## config.mk

```make
export PLATFORM = sky130hd
export DESIGN_NAME = pipe_hazard_ctrl
export DESIGN_NICKNAME = d
export VERILOG_FILES = /design/src/rtl/pipe_hazard_ctrl_pkg.sv /design/src/rtl/pipe_hazard_ctrl_sat_counter.sv /design/src/rtl/pipe_hazard_ctrl.sv
export SDC_FILE = /design/constraint.sdc
export NUM_CORES = 1
export LEC_CHECK = 0
export ABC_AREA = 1
export CORE_MARGIN = 2
export CORE_UTILIZATION = 45
export DETAILED_ROUTE_END_ITERATION = 8
export DONT_BUFFER_PORTS = 1
export PLACE_DENSITY = 0.61
export SYNTH_ARGS = -nofsm -noshare
export SYNTH_HDL_FRONTEND = slang
export SYNTH_SLANG_ARGS = --single-unit
```

## constraint.sdc

```tcl
create_clock -name clk -period 2.5 [get_ports clk]
set_clock_uncertainty 0.05 [all_clocks]
set_input_delay 0.125 -clock clk [delete_from_list [all_inputs] [get_ports clk]]
set_output_delay 0.125 -clock clk [all_outputs]
set_load 0.03 [all_outputs]
```

## src/rtl/pipe_hazard_ctrl_pkg.sv

```systemverilog
// Shared definitions for the pipeline hazard controller: FSM state encodings,
// stage indices into the hold/flush vectors, the canonical control patterns,
// and the priority-ordered RUN-state decision used by several FSM states.
package pipe_hazard_ctrl_pkg;

    typedef enum logic [1:0] {
        ST_RUN      = 2'd0,
        ST_MC_WAIT  = 2'd1,
        ST_MEM_WAIT = 2'd2,
        ST_TRAP     = 2'd3
    } state_e;

    // Bit positions inside hold_o / flush_o
    localparam int STG_PC    = 0;
    localparam int STG_IFID  = 1;
    localparam int STG_IDEX  = 2;
    localparam int STG_EXMEM = 3;
    localparam int STG_WB    = 4;
    localparam int NSTG      = 5;

    localparam logic [NSTG-1:0] HOLD_ALL    = 5'b11111;  // bus wait: freeze everything
    localparam logic [NSTG-1:0] HOLD_MC     = 5'b01111;  // multi-cycle EX: freeze up to EX/MEM
    localparam logic [NSTG-1:0] FLUSH_MC    = 5'b10000;  // ...and drain a bubble into WB
    localparam logic [NSTG-1:0] FLUSH_TRAP  = 5'b11110;  // trap: kill every in-flight instr
    localparam logic [NSTG-1:0] FLUSH_JUMP  = 5'b00110;  // taken jump: kill IF/ID and ID/EX
    localparam logic [NSTG-1:0] HOLD_LDU    = 5'b00011;  // load-use: replay ID
    localparam logic [NSTG-1:0] FLUSH_LDU   = 5'b00100;  // ...with a bubble into EX
    localparam logic [NSTG-1:0] FLUSH_REDIR = 5'b00010;  // redirect fetch bubble after trap

    typedef struct packed {
        logic [NSTG-1:0] hold;
        logic [NSTG-1:0] flush;
        state_e          next;
        logic            to_load;   // reload the multi-cycle timeout counter
    } ctrl_t;

    // Priority-ordered RUN decision; the enables let other states reuse a subset.
    function automatic ctrl_t run_rules(input logic en_trap, input logic en_mem,
                                        input logic en_mc, input logic trap,
                                        input logic mem_busy, input logic mc_busy,
                                        input logic jump, input logic ld_use);
        ctrl_t c;
        c.hold    = '0;
        c.flush   = '0;
        c.next    = ST_RUN;
        c.to_load = 1'b0;
        if (en_trap && trap) begin
            c.flush = FLUSH_TRAP;
            c.next  = ST_TRAP;
        end else if (en_mem && mem_busy) begin
            c.hold = HOLD_ALL;
            c.next = ST_MEM_WAIT;
        end else if (en_mc && mc_busy) begin
            c.hold    = HOLD_MC;
            c.flush   = FLUSH_MC;
            c.next    = ST_MC_WAIT;
            c.to_load = 1'b1;
        end else if (jump) begin
            // A same-cycle load-use belongs to the wrong path, so jump wins.
            c.flush = FLUSH_JUMP;
        end else if (ld_use) begin
            c.hold  = HOLD_LDU;
            c.flush = FLUSH_LDU;
        end
        return c;
    endfunction

endpackage

```

## src/rtl/pipe_hazard_ctrl_sat_counter.sv

```systemverilog
// Saturating up-counter with enable; sticks at all-ones instead of wrapping.
module sat_counter #(
    parameter int W = 32
) (
    input  logic         clk,
    input  logic         rst_n,
    input  logic         en,
    output logic [W-1:0] cnt
);

    // Count enabled cycles, holding at the maximum value
    always_ff @(posedge clk or negedge rst_n) begin
        // NOTE: sequential state uses non-blocking assignment so every flop samples pre-edge values.
        if (!rst_n) begin
            cnt <= '0;
        end else if (en && (cnt != '1)) begin
            cnt <= cnt + 1'b1;
        end
    end

endmodule

```

## src/rtl/pipe_hazard_ctrl.sv

```systemverilog
// Central stall/flush sequencer for the 5-stage pipeline. hold_o/flush_o are
// combinational from the FSM state and the hazard inputs; the FSM sequences
// bus waits, multi-cycle EX ops (with a timeout) and trap redirects.
module pipe_hazard_ctrl
    import pipe_hazard_ctrl_pkg::*;
#(
    parameter int MC_TIMEOUT = 64,
    parameter int CNT_W      = 32
) (
    input  logic             clk,
    input  logic             rst_n,
    input  logic             ld_use_hazard_i,
    input  logic             jump_i,
    input  logic             mc_start_i,
    input  logic             mc_done_i,
    input  logic             mem_req_i,
    input  logic             mem_ready_i,
    input  logic             trap_i,
    output logic [4:0]       hold_o,
    output logic [4:0]       flush_o,
    output logic [1:0]       state_o,
    output logic             mc_timeout_o,
    output logic [CNT_W-1:0] stall_cnt_o
);

    localparam int TO_W = (MC_TIMEOUT > 1) ? $clog2(MC_TIMEOUT) : 1;
    localparam logic [TO_W-1:0] TO_LOAD = TO_W'(MC_TIMEOUT - 1);

    state_e          state_q;
    logic [TO_W-1:0] to_cnt_q;
    ctrl_t           ctrl;
    logic            to_dec;
    logic            set_timeout;
    logic            mem_busy;
    logic            mc_busy;

    assign mem_busy = mem_req_i & ~mem_ready_i;
    assign mc_busy  = mc_start_i & ~mc_done_i;

    // Next-state and hold/flush decode from current state and hazard inputs
    always_comb begin
        // NOTE: every combinational output gets a default first so no path infers a latch.
        ctrl        = '{hold: '0, flush: '0, next: state_q, to_load: 1'b0};
        to_dec      = 1'b0;
        set_timeout = 1'b0;
        case (state_q)
            ST_RUN: begin
                ctrl = run_rules(1'b1, 1'b1, 1'b1, trap_i, mem_busy, mc_busy,
                                 jump_i, ld_use_hazard_i);
            end
            ST_MC_WAIT: begin
                if (trap_i || mc_done_i || (to_cnt_q == '0)) begin
                    // Trap takes priority; otherwise release and resolve jump/load-use.
                    ctrl = run_rules(1'b1, 1'b0, 1'b0, trap_i, mem_busy, mc_busy,
                                     jump_i, ld_use_hazard_i);
                    set_timeout = ~trap_i & ~mc_done_i;
                end else begin
                    ctrl.hold  = HOLD_MC;
                    ctrl.flush = FLUSH_MC;
                    to_dec     = 1'b1;
                end
            end
            ST_MEM_WAIT: begin
                if (!mem_ready_i) begin
                    // Traps are deferred until the bus access completes.
                    ctrl.hold = HOLD_ALL;
                end else begin
                    ctrl = run_rules(1'b1, 1'b0, 1'b1, trap_i, mem_busy, mc_busy,
                                     jump_i, ld_use_hazard_i);
                end
            end
            ST_TRAP: begin
                ctrl.flush = FLUSH_REDIR;
                ctrl.next  = ST_RUN;
            end
            default: begin
                ctrl.next = ST_RUN;
            end
        endcase
    end

    // FSM state register
    always_ff @(posedge clk or negedge rst_n) begin
        if (!rst_n) begin
            state_q <= ST_RUN;
        end else begin
            state_q <= ctrl.next;
        end
    end

    // Multi-cycle timeout counter and sticky timeout flag
    always_ff @(posedge clk or negedge rst_n) begin
        if (!rst_n) begin
            to_cnt_q     <= '0;
            mc_timeout_o <= 1'b0;
        end else begin
            if (ctrl.to_load) begin
                to_cnt_q <= TO_LOAD;
            end else if (to_dec) begin
                to_cnt_q <= to_cnt_q - 1'b1;
            end
            if (set_timeout) begin
                mc_timeout_o <= 1'b1;
            end
        end
    end

    // Controls are forced inactive while reset is asserted
    assign hold_o  = rst_n ? ctrl.hold  : '0;
    assign flush_o = rst_n ? ctrl.flush : '0;
    assign state_o = state_q;

    sat_counter #(.W(CNT_W)) u_stall_cnt (
        .clk   (clk),
        .rst_n (rst_n),
        .en    (hold_o[STG_PC]),
        .cnt   (stall_cnt_o)
    );

endmodule

```

# After elaboration in Yosys (flattened, before gate mapping)
# Index checks and enable logic that the tools add are counted.
[word_totals]
input_bits = 9
register_bits = 41
[op_classes]
n_mux = 33
n_reduce_logical = 7
add_sub_neg = 2
eq_ne = 6
bitwise_logic = 6
[op_table]
columns = ["cell", "n"]
rows = [
  ["$mux 5", 11],
  ["$add 32x1->32 const B", 1],
  ["$ne 32x32->1 const B", 1],
  ["$pmux 7 s4", 1],
  ["$mux 7", 3],
  ["$mux 10", 2],
  ["$pmux 5 s3", 1],
  ["$mux 6", 2],
  ["$mux 8", 1],
  ["$mux 1", 7],
  ["$logic_not 6->1", 1],
  ["$mux 2", 3],
  ["$sub 6x1->6 const B", 1],
  ["$eq 2x2->1 const B", 2],
  ["$ne 2x2->1 const B", 2],
  ["$and 1x1->1", 3],
  ["$mux 3", 1],
  ["$not 1->1", 3],
  ["$pmux 1 s3", 1],
  ["$eq 2x1->1 const B", 1],
  ["$logic_not 2->1", 1],
  ["$logic_or 1x1->1", 2],
  ["$reduce_and 2->1", 1],
  ["$reduce_bool 2->1", 1],
  ["$logic_and 1x1->1", 1],
]

# Longest topological paths before layout
# Gate-level depths: netlist (run 1).
[depth]
ltp_word = 8
depth_mapped = 11

# By module
# A second synthesis (run 1) with hierarchy kept.
[unflattened]
hier_cells = 448
hier_area_um2 = 2994.1
[modules_own_cells]
columns = ["mod", "area_per_inst_um2", "cells_each", "n_inst", "seq_area_each_um2"]
rows = [
  ["sat_counter", 2150.8, 327, 1, 800.8],
  ["pipe_hazard_ctrl", 843.3, 121, 1, 225.2],
]

# Worst setup path before layout (run 1)
# Ideal clock, no wire load.
[synth_path]
kind = "flip-flop to flip-flop"
startpoint = "register u_stall_cnt.cnt[0]"
endpoint = "register u_stall_cnt.cnt[28]"
arrival_time_ps = 1773
n_path_buf = 1
period_less_slack_ps = 1941
required_time_ps = 2333
setup_slack_ps = 559
stages_incl_launch_ff = 12
path_cell_list = "dfrtp_1 -> ha_1 -> inv_2 -> nor2_8 -> nand2_4 -> nor2_8 -> nand2_2 -> nor2_4 -> nor2_4 -> buf_6 -> nand2_1 -> nand2_1"
[synth_between]
elab_chain_cells = 2
[synth_lines]
columns = ["element", "line_no", "source"]
rows = [
  ["start: declaration", "pipe_hazard_ctrl_sat_counter.sv:8", "output logic [W-1:0] cnt"],
  ["start signal: assignment", "pipe_hazard_ctrl_sat_counter.sv:17", "cnt <= cnt + 1'b1;"],
  ["branches (longest 2 deep; another with $add 32x1->32)", "n/a", ""],
]
# Several ways; the timed one is not identified.
# A chain may end at the register's enable or synchronous reset.

# Final worst setup path (run 1)
[layout_path]
startpoint = "register state_q[0], in the netlist state_o[0]"
endpoint = "output port flush_o[1]"
[layout_between]
elab_chain_cells = 3
[layout_lines]
columns = ["element", "line_no", "source"]
rows = [
  ["start: declaration", "pipe_hazard_ctrl.sv:29", "state_e state_q;"],
  ["start signal: assignment", "pipe_hazard_ctrl.sv:87", "state_q <= ctrl.next;"],
  ["$eq 2x2->1, or another cell as far along", "pipe_hazard_ctrl.sv:46", "case (state_q)"],
  ["$pmux 7 s4 (*)", "pipe_hazard_ctrl.sv:46", ""],
  ["$mux 5 (*)", "pipe_hazard_ctrl.sv:110", "assign flush_o = rst_n ? ctrl.flush : '0;"],
  ["end: declaration", "pipe_hazard_ctrl.sv:20", "output logic [4:0] flush_o,"],
]
# Mark *: on every way between the ends. The rest lies on a longest branch, timed or not.

==> results of run 1 <==
[repair_timing]
action,4_1_cts,5_1_grt
hold endpoints to repair,43,0
endpoints found under the setup margin,0,0
hold buffers,3,0
[area by class of cell]
cell class	instances	area, um^2
Fill cell	673	3160
Multi-Input combinational cell	355	1690
Sequential cell	41	1030
Timing Repair Buffer	18	153
Inverter	30	113
Tap cell	77	96.3
Clock buffer	5	68.8
Clock inverter	1	5.00
[placed cells by master, fill, tap and decap left out, types with 3 or more instances in the layout]
cell type / synthesis / layout
nand2_1: 204 / 204
nor2_1: 59 / 59
dfrtp_1: 41 / 41
inv_1: 28 / 28
nand3b_1: 16 / 16
buf_4: 5 / 15
nand3_1: 12 / 12
nand2_2: 12 / 12
xor2_1: 8 / 8
o21ai_0: 7 / 7
xnor2_1: 7 / 7
clkbuf_8: 0 / 5
nor2_2: 4 / 4
a21oi_1: 3 / 3
nor2_4: 3 / 3
ha_1: 3 / 3
[cell families after synthesis]
| logic type | Yosys count |
|---|---|
| compound gates | 15 |
| fa+ha+maj | 3 |
| buf+inv | 40 |
| flops | 41 |
| xor+xnor | 15 |
| simple gates | 321 |
| other cells | 1 |
[synth_stat cells, types with 3 or more instances]
library cell,number
nand3_1,12
o21ai_0,7
buf_6,5
buf_4,5
ha_1,3
nand2_2,12
a21oi_1,3
nand2_1,204
nor2_2,4
dfrtp_1,41
nand3b_1,16
nor2_1,59
xor2_1,8
xnor2_1,7
nor2_4,3
inv_1,28
[how the worst min path moves through the flow]
| stage | startpoint | endpoint | slack, ns | cells past startpoint |
|---|---|---|---|---|
| 2_1_floorplan | rst_n | mc_timeout_o | -0.22 | 0 |
| 3_3_place_gp | rst_n | state_o[1] | -0.22 | 0 |
| 3_5_place_dp | rst_n | u_stall_cnt.cnt[2] | -0.22 | 0 |
| 4_1_cts | mc_done_i | state_o[0] | 0.02 | 3 |
| 5_1_grt | mc_done_i | state_o[0] | 0.03 | 3 |
| 6_report | mc_done_i | state_o[0] | 0.02 | 3 |
[report_power, final]
| group | total (mW) | switching [mW] | internal, mW |
|---|---|---|---|
| Clock | 0.405 | 0.221 | 0.184 |
| Sequential | 0.906 | 0.153 | 0.753 |
| Combinational | 0.721 | 0.513 | 0.208 |
| Total | 2.03 | 0.887 | 1.14 |
[worst reg2reg max path: stages (launching register included)]
cell     delay (ns)
dfrtp_1        0.54
inv_1          0.21
nand2_1        0.07
nor2_1         0.17
nor2_2         0.11
nand3_4        0.10
nand2_4        0.06
nor2_4         0.54
nand2_1        0.13
nand2_1        0.09
[sequential cells by signal, indices dropped and copies added (netlist names)]
signal and count:
u_stall_cnt.cnt 32, to_cnt_q 6, mc_timeout_o 1, state_o 2
[metal layers]
layer | vias up | share of wire | GRT usage
li1 | 1374 | - | -
met1 | 1187 | 0.49 | 0.317
met2 | 68 | 0.43 | 0.324
met3 | 9 | 0.061 | 0.0531
met4 | 0 | 0.014 | 0.0491
met5 | - | 0 | 0
[metrics by stage]
stage	total power [mW]	setup slack (ns)	instances	util	hold WS (ns)
global route	2.18	0.0442	527	0.499	0.0334
floorplan	1.52	0.559	436	-	-0.221
CTS	2.05	0.183	527	0.499	0.0209
detailed placement	1.62	0.381	518	0.481	-0.219
global placement	1.61	0.427	518	0.481	-0.219
finish	2.03	0.187	527	0.499	0.0196
==> impl_results.md, run 1 <==
* Hold Path Class: input port to register
* Setup TNS at 0 ns
* Area fraction of the dominant cell type after synthesis at 0.351
* Max-cap violation count at 0
* Relative slew slack at 0.528
* #FFs+latches synth at 41
* Gr ovfl total at 0
* WP buf/inv at 1
* Via count at 2638
* Area share of and/or/nand/nor cells after synthesis at 0.488
* Fin. Hold Viols at 0
* First-pass GRT wire length at 12600 um
* Peak VDD IR at 0.528 mV
* FF-to-FF setup slack at 0.37 ns
* Area contributors post-synth: dfrtp_1, nand2_1, nor2_1
* Clock sinks at 41
* Largest family of logic cells by synthesized area: simple AND/OR/NAND/NOR gates
* CP Cell Sequence: inv_1, nand2_1, nor2_1, nor2_2, o211ai_1, nor2_1
* EDFF count, synth at 0
* CTS tree: yes
* PD cells at 645 mW/mm^2
* Largest area contributor in the synthesized netlist: dfrtp_1
* Max Transition Viols Final at 0
* Syn_nets at 448
* CTS max path bufs at 2
* Slowest CP cell: dfrtp_1
* Worst Tran Pin Value at 0.706 ns
* Post-CTS Setup Bufs at 0
* GP Congestion at 0.907
* Worst-skew pair later-pin latency at 0.29 ns
* Detailed-route wire length per cell at 13.7 um
* Critical path type: register to output pin
* WL final at 7220 um
* CP arrival at 2.14 ns
* Levels on crit path at 6
* Placed Instance Area at 0.00304 mm^2
* Syn_area_per_cell at 6.70 um^2
* HPWL Detailed at 5440 um
* Top delay family on crit path: simple AND/OR/NAND/NOR gates
* Crit share post-route at 0.925
* Initial Util at 0.463
* FFs w/ async S/R, synth at 1.00
* Post-synthesis compound-gate area fraction at 0.0308
* Die X-Extent at 84.6 um
* Worst path max stage delay at 0.61 ns
* Worst-path clk slew at 0.08 ns
* Final Cell Area at 0.00315 mm^2
* Post-synthesis to final-layout area growth at 7.83%
* Worst Path Max Fanout at 6
* Fin nets at 463
* Standard-cell rows at 29
* Vias in the first global route at 2529
* DRT Pass-1 Iters at 4
* RSZ-0062 raised after global routing: no
* Sequential area share after synthesis at 0.351
* Worst r2r path cells at 9
* Static Leak at 1.62 nW
* Outcome: complete, no violations
* Synth Area in XOR/XNOR at 0.0449
* Post-synthesis mux area share at 0
* DRC at 0
* # setup viols final at 0
* Layout cells sized above 1 at 0.113
* Mapped Cells at 436
* Port bufs at 0
* CP Capture Type: output pin
* Min Tclk post-route at 2.31 ns
* Crit. Startpoint: state_o[0]
* Initial antenna violation count at 0
* Synth cell types at 27
* Total CTS buffers at 5
* Ant. Diodes at 0
* Mapped Area at 0.00292 mm^2
* Total track usage at 0.216
* Root buf cell: clkbuf_8
* DIE HEIGHT at 84.6 um
* Largest net degree at the start of global routing at 43
* Critical path required time at 2.33 ns
* Synth Area in Adders at 0.0128
* Starting DRT DRC Count at 164
* Cell repeated most along the worst path: nor2_1
* # H-tree levels at 2
* IO Pins at 54
* Antenna Nets Post-Route at 0
* Cts repair resizes at 0
* Ys Warns at 0
* Reg-to-reg critical path startpoint: state_o[0]
* Commonest register cell after synthesis: dfrtp_1
* Critical Path End: flush_o[1]
* Startpoint types: register
* Via density at 5.01
* Fmax at 432 MHz
* CORE AREA at 0.00631 mm^2
* Die Area at 0.00716 mm^2
* Worst r2r dst: u_stall_cnt.cnt[10]
(Power assumes the default switching activity.)
==> run 2, diff against run 1 <==
Settings changed: ABC_AREA 1 to 0.
==> run 2 against run 1 <==
Net effect: utilization increased by 5.7 points; combinational power decreased by 24%; wire length decreased by 22%; flip-flop and latch count unchanged; largest cell class unchanged.
==> impl_results.md, run 2 <==
* Outcome: complete, no violations
* Syn_area_per_cell at 9.41 um^2 (+40%)
* Worst hold endpoint: state_o[0]
* Top reg by flops: u_stall_cnt.cnt
* Hold_sp: trap_i
* Placed Instance Area at 0.00268 mm^2 (-12%)
* RSZ-0062 raised after global routing: no
* Starting DRT DRC Count at 101 (-38%)
* Layout cells sized above 1 at 0.204 (+0.0908)
* Die Area at 0.00582 mm^2 (-19%)
* CTS tree: yes
* Min Tclk post-route at 2.33 ns (+0.0192 ns)
* #FFs+latches synth at 41 (unchanged)
* EDFF count, synth at 0 (unchanged)
* Worst Path Max Fanout at 11 (+5)
* Crit share post-route at 0.933 (+0.00769)
* Worst r2r dst: state_o[1]
* Synth cell types at 44 (+63%)
* HPWL Detailed at 4270 um (-22%)
* GP Congestion at 0.836 (-7.9%)
* Die X-Extent at 76.3 um (-9.8%)
* DR WL met2 at 2730 um (-13%)
* Pre-CTS WS at 0.214 ns (-0.167 ns)
* Initial antenna violation count at 0 (unchanged)
* Total track usage at 0.208 (-0.00864)
* Most common cell in the netlist: dfrtp_1
* Largest net degree at the start of global routing at 42 (-2.3%)
* WL final at 5670 um (-22%)
* Post-synthesis to final-layout area growth at 20.1%
* Standard-cell rows at 26 (-10%)
* Worst hold stages at 2 (-1)
* Leading cell type in the layout, fill and taps excluded: buf_4
* # setup viols final at 0 (unchanged)
* Static Leak at 1.21 nW (-25%)
* DRT Pass-1 Iters at 4 (unchanged)
* Worst Tran Pin Value at 0.568 ns (-0.137 ns)
* Fmax at 429 MHz (-0.82%)
* Register area at 0.00103 mm^2 (+0.24%)
* WL met3 at 315 um (-29%)
* Startpoint types: register
* Setup TNS at 0 ns (unchanged)
* Filler instances at 512 (-24%)
* Hold Path Class: input port to register
* Most frequent cells in the layout: buf_4, dfrtp_1, xnor2_1
* Worst-skew pair later-pin latency at 0.29 ns (about the same)
* Port bufs at 0 (unchanged)
* Uppermost routed layer: met4
* Post-CTS Setup Bufs at 0 (unchanged)
* Clock sinks at 41 (unchanged)
* Worst-path clk slew at 0.08 ns (about the same)
* Reg-to-reg critical path startpoint: to_cnt_q[3]
* Relative slew slack at 0.620 (+0.0911)
* Total CTS buffers at 5 (unchanged)
* Detailed-route wire length per cell at 15.8 um (+15%)
* Fin nets at 302 (-35%)
* PD cells at 627 mW/mm^2 (-2.7%)
* FFs w/ async S/R, synth at 1.00 (unchanged)
* Fin. Hold Viols at 0 (unchanged)
* Vias in the first global route at 2004 (-21%)
* Final worst slack at 0.168 ns (-0.0192 ns)
* Mapped Area at 0.00235 mm^2 (-20%)
* CTS max path bufs at 2 (unchanged)
* Commonest cells post-synth: dfrtp_1, xnor2_1, nand3_1
* Critical path required time at 2.68 ns (+0.35 ns)
* Antenna Nets Post-Route at 0 (unchanged)
* Max-cap violation count at 0 (unchanged)
* # H-tree levels at 2 (unchanged)
* Mapped Cells at 250 (-43%)
* IO Pins at 54 (unchanged)
* Commonest register cell after synthesis: dfrtp_1
* CP Capture Type: register
* DRC at 0 (unchanged)
* Area fraction of the dominant cell type after synthesis at 0.436 (+0.0851)
* DIE HEIGHT at 76.3 um (-9.8%)
* FF-to-FF setup slack at 0.17 ns (-0.20 ns)
* First-pass GRT wire length at 9650 um (-23%)
* Largest area contributor in the synthesized netlist: dfrtp_1
* Ant. Diodes at 0 (unchanged)
* Initial Util at 0.464 (+0.000570)
* Gr ovfl total at 0 (unchanged)
* Critical path type: register to register
* Metal-1 WL at 2520 um (-29%)
* Via count at 2029 (-23%)
* Worst r2r path cells at 7 (-2)
* Max Transition Viols Final at 0 (unchanged)
* Root buf cell: clkbuf_8
* Max reg flops at 32 (unchanged)
* Area contributors post-synth: dfrtp_1, xnor2_1, nand3_1
* Final Cell Area at 0.00283 mm^2 (-10%)
* CORE AREA at 0.00507 mm^2 (-20%)
* Ys Warns at 0 (unchanged)
* Peak VDD IR at 0.335 mV (-37%)
* Syn_nets at 262 (-42%)
* CP arrival at 2.51 ns (+0.37 ns)
* Sequential area share after synthesis at 0.436 (+0.0851)
* Via density at 5.65 (+13%)
* Area of the multi-input gates at 0.00123 mm^2 (-27%)
==> run 2: worst max-delay path by stage <==
| stage | slack, ns | startpoint | cells after the start | to |
|---|---|---|---|---|
| floorplan | 0.07 | u_stall_cnt.cnt[0] | 8 | u_stall_cnt.cnt[1] |
| global placement | 0.27 | state_o[0] | 5 | u_stall_cnt.cnt[10] |
| detailed placement | 0.21 | state_o[0] | 6 | u_stall_cnt.cnt[1] |
| CTS | 0.05 | state_o[0] | 5 | hold_o[0] |
| global route | 0.07 | to_cnt_q[3] | 7 | state_o[1] |
| finish | 0.17 | to_cnt_q[3] | 7 | state_o[1] |
==> run 2: timing repair <==
action / CTS / global route
setup endpoints to repair: 0 / 3
gates resized for setup: 0 / 3
endpoints found under the hold margin: 43 / 0
hold buffers: 5 / 0
==> run 2: cell families after synthesis <==
family | count (synthesis) | synth area share
AND/OR/NAND/NOR | 128 | 0.299
flip-flops | 41 | 0.436
XOR/XNOR | 35 | 0.130
buffers and inverters | 21 | 0.0441
AO/OA/AOI/OAI | 20 | 0.0681
adder cells (fa/ha/maj) | 3 | 0.0160
other | 1 | 0.00159
multiplexers | 1 | 0.00479
==> run 2: report_power, final <==
group	total, mW	leakage (nW)	switching [mW]	internal, mW
Sequential	0.824	0.536	0.0696	0.755
Clock	0.397	0.0399	0.213	0.184
Combinational	0.551	0.639	0.352	0.200
==> run 2: layer usage <==
layer	vias up	global-route usage
li1	974	-
met1	983	0.269
met2	61	0.340
met3	11	0.0450
met4	0	0.0818
met5	-	0
==> run 2: through the flow <==
stage	std cells	power [mW]	hold slack, ns	util
2_1_floorplan	250	1.22	-0.221	-
3_3_place_gp	348	1.35	-0.219	0.529
3_5_place_dp	348	1.36	-0.219	0.529
4_1_cts	359	1.78	0.00914	0.555
5_1_grt	359	1.88	0.0286	0.557
6_report	359	1.77	0.0104	0.557
==> run 2: critical path, cell delays in order, from the launching register on <==
cell and delay, ns:
dfrtp_1 0.40, or3_1 0.44, o21ai_2 0.25, buf_4 0.22, a21oi_1 0.08, nor2_1 0.10, a2bb2oi_1 0.16, dlygate4sd3_1 0.58
==> run 2: layout make-up <==
| type | instances | share of cell area |
|---|---|---|
| Multi-Input combinational cell | 188 | 0.434 |
| Timing Repair Buffer | 48 | 0.136 |
| Clock buffer | 5 | 0.0244 |
| Inverter | 6 | 0.00930 |
| Clock inverter | 1 | 0.00177 |
| Sequential cell | 41 | 0.364 |
| Tap cell | 70 | 0.0310 |
==> run 3, diff against run 2 <==
Settings changed: CORE_UTILIZATION 45 to 60, PLACE_DENSITY 0.61 to 0.77.
==> run 3 against run 2 <==
Net effect: final cell count decreased by 6.4%; critical path depth decreased by 2; via count decreased by 1.4%; first-iteration DRC count increased by 150%; sequential power increased by 0.7%; maximum frequency decreased by 1.5%; total power increased by 2.0%; die area decreased by 24%; register-to-register slack about the same; critical path type is now register to output pin.
==> impl_results.md, run 3 (synthesis gave the netlist of run 2 again) <==
* DRT Pass-1 Iters at 4 (unchanged)
* Relative slew slack at 0.619 (-0.000685)
* Max Transition Viols Final at 0 (unchanged)
* Pre-CTS WS at 0.164 ns (-0.0500 ns)
* Post-synthesis to final-layout area growth at 18.6%
* Worst Tran Pin Value at 0.569 ns (+0.00102 ns)
* First-pass GRT wire length at 9080 um (-5.9%)
* Most frequent cells in the layout: buf_4, dfrtp_1, xnor2_1
* GP Congestion at 0.928 (+11%)
* Fin. Hold Viols at 0 (unchanged)
* Static Leak at 1.21 nW (-0.65%)
* # setup viols final at 0 (unchanged)
* Starting DRT DRC Count at 249 (+150%)
* Total CTS buffers at 5 (unchanged)
* Register area at 0.00103 mm^2 (unchanged)
* Worst-path clk slew at 0.07 ns (about the same)
* Gr ovfl total at 0 (unchanged)
* Port bufs at 0 (unchanged)
* Startpoint types: register
* Vias in the first global route at 1951 (-2.6%)
* Standard-cell rows at 22 (-15%)
* CP Cell Sequence: or4b_1, a21boi_4, a31o_4, clkinvlp_4, buf_4
* Final worst slack at 0.131 ns (-0.0364 ns)
* Hold Path Class: input port to register
* Via density at 5.96 (+5.4%)
* Final Cell Area at 0.00279 mm^2 (-1.3%)
* Clock sinks at 41 (unchanged)
* Die X-Extent at 66.6 um (-13%)
* Layout cells sized above 1 at 0.198 (-0.00624)
* Antenna Nets Post-Route at 0 (unchanged)
* Worst path max stage delay at 0.57 ns (about the same)
* RSZ-0062 raised after global routing: no
* CP Capture Type: output pin
* DIE HEIGHT at 66.6 um (-13%)
* IO Pins at 54 (unchanged)
* Leading cell type in the layout, fill and taps excluded: buf_4
* Fin util at 0.751 (+0.194)
* Slowest CP cell: or4b_1
* CTS tree: yes
* CTS max path bufs at 2 (unchanged)
* Initial antenna violation count at 0 (unchanged)
* Top reg by flops: u_stall_cnt.cnt
* Outcome: complete, no violations
* Fin nets at 299 (-0.99%)
* Worst Path Max Fanout at 13 (+2)
* Total track usage at 0.271 (+0.0632)
* HPWL Detailed at 3990 um (-6.6%)
* PD cells at 648 mW/mm^2 (+3.4%)
* Peak VDD IR at 0.529 mV (+58%)
* WL final at 5460 um (-3.6%)
* Placed Instance Area at 0.00264 mm^2 (-1.6%)
* Critical path type: register to output pin
* Crit share post-route at 0.947 (+0.0146)
* Filler instances at 287 (-44%)
* Fmax at 422 MHz (-1.5%)
* Worst-skew pair later-pin latency at 0.29 ns (about the same)
* Via count at 2001 (-1.4%)
* Detailed-route wire length per cell at 16.3 um (+3.0%)
* Min Tclk post-route at 2.37 ns (+0.0364 ns)
* Fin Hold WS at 0.0273 ns (+0.0168 ns)
* Initial Util at 0.633 (+0.169)
* CP arrival at 2.19 ns (-0.32 ns)
* Ant. Diodes at 0 (unchanged)
* Die Area at 0.00444 mm^2 (-24%)
* DRC at 0 (unchanged)
* Critical path required time at 2.33 ns (-0.35 ns)
* Area of the multi-input gates at 0.00123 mm^2 (unchanged)
* Root buf cell: clkbuf_8
* Setup TNS at 0 ns (unchanged)
* CORE AREA at 0.00372 mm^2 (-27%)
* # H-tree levels at 2 (unchanged)
* Largest net degree at the start of global routing at 42 (unchanged)
* Max reg flops at 32 (unchanged)
* Max-cap violation count at 0 (unchanged)
run 3: cell count changes in the layout (fill, tap and decap cells not counted):
cell           delta
clkbuf_1          +2
buf_4             -2
dlygate4sd3_1     -1
clkbuf_8          +1
clkinv_2          -1
run 3: where the power goes:
group          internal [mW]  total, mW  leakage (nW)  switching [mW]
Clock                  0.225      0.439        0.0455           0.214
Combinational          0.194      0.539         0.625           0.345
Sequential             0.755      0.830         0.536          0.0750
Total                   1.17       1.81          1.21           0.634
run 3: repair_timing:
action                                 4_1_cts  5_1_grt
endpoints found under the hold margin       43        0
gates resized for setup                      1        2
hold buffers                                 4        0
buffers inserted                             0        0
setup endpoints to repair                    2        4
run 3: worst max-delay path, delay by kind of cell, from the launching register on:
| family | cells | cell delay [ns] |
|---|---|---|
| compound gates | 2 | 0.45 |
| buf+inv | 2 | 0.45 |
| flops | 1 | 0.43 |
| simple gates | 1 | 0.57 |
run 3: stage by stage:
stage	power, mW	instances
detailed placement	1.35	324
finish	1.81	336
CTS	1.82	336
floorplan	1.22	250
global placement	1.34	324
global route	1.92	336
run 3: layer usage:
metal | vias up | GRT usage | share of wire
met4 | 0 | 0.0995 | 0.014
met1 | 946 | 0.370 | 0.45
met3 | 9 | 0.101 | 0.087
li1 | 969 | - | -
met5 | - | 0 | 0
met2 | 77 | 0.391 | 0.45
run 3: worst paths after layout:
path | startpoint | endpoint | slack [ns] | cells after the start
setup / recovery | state_o[0] | hold_o[1] | 0.13 | 5
hold / removal | mem_ready_i | state_o[0] | 0.03 | 2
setup reg to reg | to_cnt_q[3] | state_o[1] | 0.18 | 7
hold reg to reg | to_cnt_q[5] | to_cnt_q[5] | 0.47 | 2
max in group asynchronous | rst_n | u_stall_cnt.cnt[0] | 1.92 | 2
min in group asynchronous | rst_n | u_stall_cnt.cnt[30] | 0.27 | 2
run 3: layout make-up:
cell class,instances,share of cell area
multi-input cells,188,0.440
flip-flops and latches,41,0.369
repair buffers,45,0.128
clock buffers,8,0.0323
well taps,48,0.0215
inverters,6,0.00942
